File: config.mk
export PLATFORM = sky130hd
export DESIGN_NAME = sd_spi_cmd_engine_flat
export DESIGN_NICKNAME = d
export VERILOG_FILES = /design/src/rtl/sd_spi_cmd_engine_if.sv /design/src/rtl/sd_spi_cmd_engine.sv /design/src/flat_wrapper.sv
export SDC_FILE = /design/constraint.sdc
export NUM_CORES = 1
export LEC_CHECK = 0
export ABC_CLOCK_PERIOD_IN_PS = 3200
export CAP_MARGIN = 10
export CORE_ASPECT_RATIO = 0.9
export CORE_MARGIN = 3
export CORE_UTILIZATION = 45
export DETAILED_ROUTE_END_ITERATION = 10
export GPL_TIMING_DRIVEN = 0
export PLACE_DENSITY = 0.69
export SYNTH_ARGS = -nofsm -noshare
export SYNTH_HDL_FRONTEND = slang
export SYNTH_SLANG_ARGS = --single-unit
export TNS_END_PERCENT = 10
File: constraint.sdc
create_clock -name clk -period 3.2 [get_ports clk]
set_input_delay 0.8 -clock clk [delete_from_list [all_inputs] [get_ports clk]]
set_output_delay 0.8 -clock clk [all_outputs]
set_load 0.05 [all_outputs]
File: src/rtl/sd_spi_cmd_engine_if.sv
// Command-side bus of the SD SPI command engine: request fields in, response/data/status out.
interface sd_spi_cmd_engine_if;
    logic        start;
    logic [5:0]  cmd;
    logic [31:0] arg;
    logic [1:0]  resp_type;
    logic        rdy;
    logic [7:0]  resp_r1;
    logic [31:0] resp_ext;
    logic        resp_valid;
    logic [7:0]  data_out;
    logic        data_out_valid;
    logic [15:0] crc16;
    logic        done;
    logic [1:0]  err;

    modport master (
        output start, cmd, arg, resp_type,
        input  rdy, resp_r1, resp_ext, resp_valid, data_out, data_out_valid, crc16, done, err
    );

    modport slave (
        input  start, cmd, arg, resp_type,
        output rdy, resp_r1, resp_ext, resp_valid, data_out, data_out_valid, crc16, done, err
    );
endinterface

File: src/rtl/sd_spi_cmd_engine.sv
// SD-card SPI command engine: sends a 48-bit command, hunts R1, collects R3/R7 or a data block.
// Define SD_SPI_CRC7_EN to compute the command CRC7 serially instead of using fixed CRC bytes.
module sd_spi_cmd_engine #(
    parameter int unsigned BLOCK_LEN     = 512,
    parameter int unsigned RESP_TIMEOUT  = 8,
    parameter int unsigned TOKEN_TIMEOUT = 4096
) (
    input  logic               clk,
    input  logic               rst,
    sd_spi_cmd_engine_if.slave bus,
    input  logic               sclk,
    output logic               mosi,
    input  logic               miso
);
    localparam int unsigned CNT_W    = 16;
    localparam int unsigned CMD_BITS = 48;
    localparam int unsigned CRC_BIT  = 40;

    typedef enum logic [2:0] {IDLE, SEND, WAIT_R1, R1, EXT, TOKEN, DATA, CRC} state_t;

    state_t             state;
    logic               sclk_q;
    logic [47:0]        tx_sr;
    logic [30:0]        rx_sr;
    logic [2:0]         bit_cnt;
    logic [CNT_W-1:0]   cnt;
    logic [1:0]         rtype;
    logic               rdy;
    logic [7:0]         resp_r1;
    logic [31:0]        resp_ext;
    logic               resp_valid;
    logic [7:0]         data_out;
    logic               data_out_valid;
    logic [15:0]        crc16;
    logic               done;
    logic [1:0]         err;
    logic               rise_c;
    logic               fall_c;
    logic               byte_end_c;
    logic [7:0]         rx_byte_c;
    logic [7:0]         crc_byte_c;

    assign rise_c     = ~sclk_q & sclk;
    assign fall_c     = sclk_q & ~sclk;
    assign byte_end_c = rise_c && (bit_cnt == 3'd7);
    assign rx_byte_c  = {rx_sr[6:0], miso};

`ifdef SD_SPI_CRC7_EN
    logic [6:0] crc7;

    function automatic logic [6:0] crc7_step(input logic [6:0] c, input logic b);
        logic fb;
        fb = c[6] ^ b;
        return {c[5:0], 1'b0} ^ (fb ? 7'h09 : 7'h00);
    endfunction

    // Low byte starts at zero; the computed CRC7 replaces it at bit 40.
    assign crc_byte_c = 8'h00;
`else
    assign crc_byte_c = (bus.cmd == 6'd0) ? 8'h95 :
                        (bus.cmd == 6'd8) ? 8'h87 : 8'h01;
`endif

    assign bus.rdy            = rdy;
    assign bus.resp_r1        = resp_r1;
    assign bus.resp_ext       = resp_ext;
    assign bus.resp_valid     = resp_valid;
    assign bus.data_out       = data_out;
    assign bus.data_out_valid = data_out_valid;
    assign bus.crc16          = crc16;
    assign bus.done           = done;
    assign bus.err            = err;

    always_ff @(posedge clk) begin
        if (rst) begin
            state          <= IDLE;
            sclk_q         <= 1'b1;
            tx_sr          <= '0;
            rx_sr          <= '0;
            bit_cnt        <= '0;
            cnt            <= '0;
            rtype          <= '0;
            mosi           <= 1'b1;
            rdy            <= 1'b1;
            resp_r1        <= 8'hFF;
            resp_ext       <= '0;
            resp_valid     <= 1'b0;
            data_out       <= 8'hFF;
            data_out_valid <= 1'b0;
            crc16          <= '0;
            done           <= 1'b0;
            err            <= '0;
`ifdef SD_SPI_CRC7_EN
            crc7           <= '0;
`endif
        end else begin
            sclk_q         <= sclk;
            resp_valid     <= 1'b0;
            data_out_valid <= 1'b0;
            done           <= 1'b0;
            // Every response bit passes through rx_sr; states decide when a byte is complete.
            if (rise_c) begin
                rx_sr   <= {rx_sr[29:0], miso};
                bit_cnt <= bit_cnt + 3'd1;
            end
            case (state)
                IDLE: begin
                    if (bus.start) begin
                        tx_sr <= {2'b01, bus.cmd, bus.arg, crc_byte_c};
                        rtype <= (bus.resp_type == 2'd3) ? 2'd0 : bus.resp_type;
                        err   <= 2'd0;
                        rdy   <= 1'b0;
                        cnt   <= '0;
                        state <= SEND;
`ifdef SD_SPI_CRC7_EN
                        crc7  <= '0;
`endif
                    end
                end
                SEND: begin
                    if (fall_c) begin
                        if (cnt == CNT_W'(CMD_BITS)) begin
                            mosi  <= 1'b1;
                            cnt   <= '0;
                            state <= WAIT_R1;
                        end else begin
                            cnt <= cnt + CNT_W'(1);
`ifdef SD_SPI_CRC7_EN
                            if (cnt == CNT_W'(CRC_BIT)) begin
                                mosi  <= crc7[6];
                                tx_sr <= {crc7[5:0], 1'b1, 41'd0};
                            end else begin
                                mosi  <= tx_sr[47];
                                tx_sr <= {tx_sr[46:0], 1'b0};
                                if (cnt < CNT_W'(CRC_BIT)) crc7 <= crc7_step(crc7, tx_sr[47]);
                            end
`else
                            mosi  <= tx_sr[47];
                            tx_sr <= {tx_sr[46:0], 1'b0};
`endif
                        end
                    end
                end
                WAIT_R1: begin
                    if (rise_c) begin
                        if (!miso) begin
                            bit_cnt <= 3'd1;
                            state   <= R1;
                        end else if (cnt == CNT_W'(8 * RESP_TIMEOUT - 1)) begin
                            resp_r1 <= 8'hFF;
                            err     <= 2'd1;
                            {done, rdy} <= 2'b11;
                            state   <= IDLE;
                        end else begin
                            cnt <= cnt + CNT_W'(1);
                        end
                    end
                end
                R1: begin
                    if (byte_end_c) begin
                        resp_r1 <= rx_byte_c;
                        cnt     <= '0;
                        if (rtype == 2'd1) begin
                            state <= EXT;
                        end else if (rtype == 2'd2) begin
                            resp_valid <= 1'b1;
                            if (rx_byte_c[7:1] != 7'd0) begin
                                err         <= 2'd3;
                                {done, rdy} <= 2'b11;
                                state       <= IDLE;
                            end else begin
                                state <= TOKEN;
                            end
                        end else begin
                            resp_valid  <= 1'b1;
                            {done, rdy} <= 2'b11;
                            state       <= IDLE;
                        end
                    end
                end
                EXT: begin
                    if (byte_end_c) begin
                        if (cnt == CNT_W'(3)) begin
                            resp_ext    <= {rx_sr, miso};
                            resp_valid  <= 1'b1;
                            {done, rdy} <= 2'b11;
                            state       <= IDLE;
                        end else begin
                            cnt <= cnt + CNT_W'(1);
                        end
                    end
                end
                TOKEN: begin
                    if (byte_end_c) begin
                        if (rx_byte_c == 8'hFE) begin
                            cnt   <= '0;
                            state <= DATA;
                        end else if (rx_byte_c == 8'hFF && cnt != CNT_W'(TOKEN_TIMEOUT - 1)) begin
                            cnt <= cnt + CNT_W'(1);
                        end else begin
                            err         <= 2'd2;
                            {done, rdy} <= 2'b11;
                            state       <= IDLE;
                        end
                    end
                end
                DATA: begin
                    if (byte_end_c) begin
                        data_out       <= rx_byte_c;
                        data_out_valid <= 1'b1;
                        if (cnt == CNT_W'(BLOCK_LEN - 1)) begin
                            cnt   <= '0;
                            state <= CRC;
                        end else begin
                            cnt <= cnt + CNT_W'(1);
                        end
                    end
                end
                CRC: begin
                    if (byte_end_c) begin
                        if (cnt == CNT_W'(1)) begin
                            crc16       <= {rx_sr[14:0], miso};
                            {done, rdy} <= 2'b11;
                            state       <= IDLE;
                        end else begin
                            cnt <= cnt + CNT_W'(1);
                        end
                    end
                end
                default: state <= IDLE;
            endcase
        end
    end
endmodule

File: src/flat_wrapper.sv
// flat-port wrapper written by rule: the top's interface ports become plain ports
module sd_spi_cmd_engine_flat 
#(
    parameter int unsigned BLOCK_LEN     = 512,
    parameter int unsigned RESP_TIMEOUT  = 8,
    parameter int unsigned TOKEN_TIMEOUT = 4096
)
  (clk, rst, sclk, mosi, miso, bus_start, bus_cmd, bus_arg, bus_resp_type, bus_rdy, bus_resp_r1, bus_resp_ext, bus_resp_valid, bus_data_out, bus_data_out_valid, bus_crc16, bus_done, bus_err);
  sd_spi_cmd_engine_if bus_i ();
  input  logic clk;
  input  logic rst;
  input  logic sclk;
  output logic mosi;
  input  logic miso;
  input wire logic [$bits(bus_i.start)-1:0] bus_start;
  input wire logic [$bits(bus_i.cmd)-1:0] bus_cmd;
  input wire logic [$bits(bus_i.arg)-1:0] bus_arg;
  input wire logic [$bits(bus_i.resp_type)-1:0] bus_resp_type;
  output wire logic [$bits(bus_i.rdy)-1:0] bus_rdy;
  output wire logic [$bits(bus_i.resp_r1)-1:0] bus_resp_r1;
  output wire logic [$bits(bus_i.resp_ext)-1:0] bus_resp_ext;
  output wire logic [$bits(bus_i.resp_valid)-1:0] bus_resp_valid;
  output wire logic [$bits(bus_i.data_out)-1:0] bus_data_out;
  output wire logic [$bits(bus_i.data_out_valid)-1:0] bus_data_out_valid;
  output wire logic [$bits(bus_i.crc16)-1:0] bus_crc16;
  output wire logic [$bits(bus_i.done)-1:0] bus_done;
  output wire logic [$bits(bus_i.err)-1:0] bus_err;
  assign bus_i.start = bus_start;
  assign bus_i.cmd = bus_cmd;
  assign bus_i.arg = bus_arg;
  assign bus_i.resp_type = bus_resp_type;
  assign bus_rdy = bus_i.rdy;
  assign bus_resp_r1 = bus_i.resp_r1;
  assign bus_resp_ext = bus_i.resp_ext;
  assign bus_resp_valid = bus_i.resp_valid;
  assign bus_data_out = bus_i.data_out;
  assign bus_data_out_valid = bus_i.data_out_valid;
  assign bus_crc16 = bus_i.crc16;
  assign bus_done = bus_i.done;
  assign bus_err = bus_i.err;
  sd_spi_cmd_engine #(.BLOCK_LEN(BLOCK_LEN), .RESP_TIMEOUT(RESP_TIMEOUT), .TOKEN_TIMEOUT(TOKEN_TIMEOUT)) u_core (.clk(clk), .rst(rst), .bus(bus_i), .sclk(sclk), .mosi(mosi), .miso(miso));
endmodule
==> summary.txt <==
Pwr
  • Leak Pwr: 3.51 nW
  • Internal: 0.00440 W
  • Pwr Total: 0.00686 W
  • PwrDens: 718 nW/um2
  • Peak VDD IR: 0.449 mV
  • Reg power frac: 0.376
  • Net switching power of the design: approximately 0.0025 W
  • Switching Share: 0.359
  • Combinational share of power: 0.318
  • Clock power frac: 0.307

Synthesis
  • Area contributors post-synth: dfxtp_1, nand2_1, nor2_1, a21oi_1, a311oi_1
  • Ys async rst share: 0
  • Post-synthesis xor/xnor area fraction: 0
  • Seq cells post-synth: 175
  • YS warnings: 0
  • Synthesized Nets: around 1,000
  • Synthesized area: 7550 um2
  • Share of the synthesized area in the top cell type: 0.464
  • Synth Area in Simple Gates: 0.277
  • Largest area contributor in the netlist: dfxtp_1
  • Top FF cell, synth: dfxtp_1
  • Post-synth EDFFs: 0
  • Post-synthesis compound-gate area fraction: 0.176
  • Synth Instances: 952
  • Mux contribution to synthesized area: 0.0267
  • Main combinational cell family by area after synthesis: simple AND/OR/NAND/NOR gates
  • Register area share after synthesis: 0.464
  • Post-Synth Adder-Cell Area: 0.00829
  • Syn avg cell area: 7.93 um2
  • Number of distinct library cells after synthesis: 62

Global routing
  • Vias in the first global route: 6,607
  • Grt total ovfl: 0
  • Initial antenna violation count: 0
  • First-pass GRT wire length: 33.6 mm
  • Total GRT Usage: 0.226
  • Largest net degree at the start of global routing: 17

Route
  • ANT nets after route: 0
  • Wirelength, routed: 20.7 mm
  • DR pass1 iterations: 5
  • DR WL/cell: roughly 16 um
  • DR vias/cell: 5.56
  • # DRC: 0
  • Iter 0 DRT Violations: between 500 and 600
  • Via Count: 7,251

Clocking
  • Clk_lat worst skew: about 0.44 ns
  • Root Buffer Master: clkbuf_16
  • H-tree Lvls: 4
  • CTS Buf Count: 17
  • Clock sink total: ~180
  • Maximum clock insertion buffer count: 2
  • Cts hold-fix bufs: 0
  • CTS tree: built
  • Clock-pin transition on the worst setup and hold timing paths: 0.07 ns

STA
  • Min cycle time layout: 3.03 ns
  • # setup viols final: 0
  • Slew HR: 0.482
  • Slew of the pin with the lowest slew margin: a little under 0.8 ns
  • RSZ-0062 raised after global routing: false
  • Final Max Tran Viols: 0
  • PnR worst setup slack: 0.166 ns
  • Period utilization: 0.948
  • Clock Skew: 0.0154 ns
  • Achievable Freq: 330 MHz
  • Final hold violations: 0

Floorplanning
  • Core area: about 16,000 um2
  • Die width: 143 um
  • Starting Density: 0.463
  • Die area: 18,400 um2
  • # rows: 44
  • Chip height: 129 um
  • # IOs: 116

Place
  • IO Port Bufs: roughly 110
  • Post-detail-place hpwl: around 14 mm
  • GPL Wtd Cong: 0.962
  • Setup Slack @ Placement: -0.314 ns
  • Placed cells: 1,273

Worst setup path
  • Critical Path Stages: 9
  • Reg2reg setup slack: 0.22 ns
  • Worst Reg2Reg Path Length in Cells: 6
  • Cells along the critical path: clkdlybuf4s50_1 > nand3b_1 > a32oi_1 > nand2_1 > or3_2 > buf_6 > nor3_4 > buf_6 > a32o_1
  • Crit path required time: 3.57 ns
  • Worst-path maximum fanout: 10
  • Critical-path top delay cell: clkdlybuf4s50_1
  • Largest stage delay on the critical path: 0.54 ns
  • Critical path class: in -> reg
  • Crit path DAT: between 3 and 4 ns
  • Top Family by Delay on Critical Path: simple AND/OR/NAND/NOR gates
  • Buf+Inv Stages, Crit Path: 3
  • Most frequent CP cell: buf_6
  • CP Capture Type: register
  • Type of element launching the critical path: input port

Final layout
  • Commonest non-fill, non-tap cell in the layout: nand2_1
  • Nets: 1,135
  • Layout cells sized above 1: 0.0537
  • Most frequent cells in the layout: nand2_1, dfxtp_1, clkdlybuf4s50_1, nor2_1, a21oi_1
  • Post-Layout Cell Count: 1,305
  • Syn-to-layout area delta: 26.5%
  • Diode count: 0

Status
  • Status: finished, final reports clean

Job
  • Max cap viols: 0

Min path
  • Cell count of the worst hold path: 2
  • Type of the most critical hold path: reg -> reg
==> power groups by stage <==
stage	Combinational, W	Clock [W]	Sequential (W)
after floorplan	0.00156	0	0.00263
after global placement	0.00213	0	0.00262
after detailed placement	0.00214	0	0.00262
after CTS	0.00215	0.00214	0.00257
after global routing	0.00242	0.00223	0.00260
final	0.00218	0.00210	0.00258
==> flip-flops by register name, indices dropped and copies added, names as in the netlist, 2 cells and up, named ones only <==
signal               count
u_core.rx_sr            31
u_core.cnt              16
u_core.tx_sr            48
u_core.bit_cnt           2
u_core.bus.crc16        16
u_core.bus.err           2
u_core.bus.resp_r1       8
u_core.bus.resp_ext     32
u_core.bus.data_out      8
u_core.state             3
u_core.rtype             2
==> layout make-up <==
class / count / area [um2]
Buffer: 80 / 339
Clock buffer: 18 / 439
Clock inverter: 14 / 156
Fill cell: 1557 / 6750
Inverter: 6 / 22.5
Multi-Input combinational cell: 691 / 3690
Sequential cell: 175 / 3500
Tap cell: 207 / 259
Timing Repair Buffer: 114 / 1140
==> worst paths after layout <==
kind                                          endpoint              startpoint
worst max-delay path                     u_core.cnt[3]                    sclk
worst min register to register  u_core.bus.resp_ext[8]  u_core.bus.resp_ext[8]
worst min-delay path            u_core.bus.resp_ext[8]  u_core.bus.resp_ext[8]
worst max register to register         u_core.bus.done           u_core.cnt[0]
==> metal layers <==
| metal | up-vias | GRT usage | wire (um) |
|---|---|---|---|
| li1 | 3598 | - | - |
| met1 | 3376 | 0.320 | 9820 |
| met2 | 257 | 0.349 | 9300 |
| met3 | 20 | 0.0424 | 1220 |
| met4 | 0 | 0.0743 | 332 |
| met5 | - | 0 | 0 |
==> cells in the mapped netlist (all sizes together), types with 8 or more instances <==
library cell and n:
dfxtp 175, o21ai 20, a21oi 74, nor4 9, o211ai 12, a32o 11
clkbuf 62, a311oi 38, nand3 17, nand4 8, mux2i 19, nand2 246
buf 18, and3 11, nor3 31, nor2 101
==> metrics by stage <==
stage	TNS [ns]	hold slack, ns	utilization	instance area (um2)
floorplan	0	0.432	-	7550
global placement	-6.77	0.440	0.549	8950
detailed placement	-9.21	0.445	0.549	8950
CTS	0	0.452	0.586	9540
global route	0	0.470	0.586	9550
finish	0	0.453	0.586	9550
==> logic make-up after synthesis <==
group                    count (synthesis)
flip-flops                             175
buffers and inverters                   86
multiplexers                            20
AO/OA/AOI/OAI                          195
AND/OR/NAND/NOR                        471
adder cells (fa/ha/maj)                  5
==> worst register-to-register path: cells and delay by family (launching register included) <==
family / cells / cell delay [ns]
simple gates: 4 / 1.63
flops: 1 / 0.40
compound gates: 1 / 0.55
fa+ha+maj: 1 / 0.24
==> what timing repair did <==
| item | in CTS | in global routing |
|---|---|---|
| setup endpoints to repair | 0 | 15 |
| resized for setup | 0 | 4 |
| endpoints found under the hold margin | 0 | 0 |
| setup buffers | 0 | 0 |
Note: power is estimated with default switching activity, not from simulation.
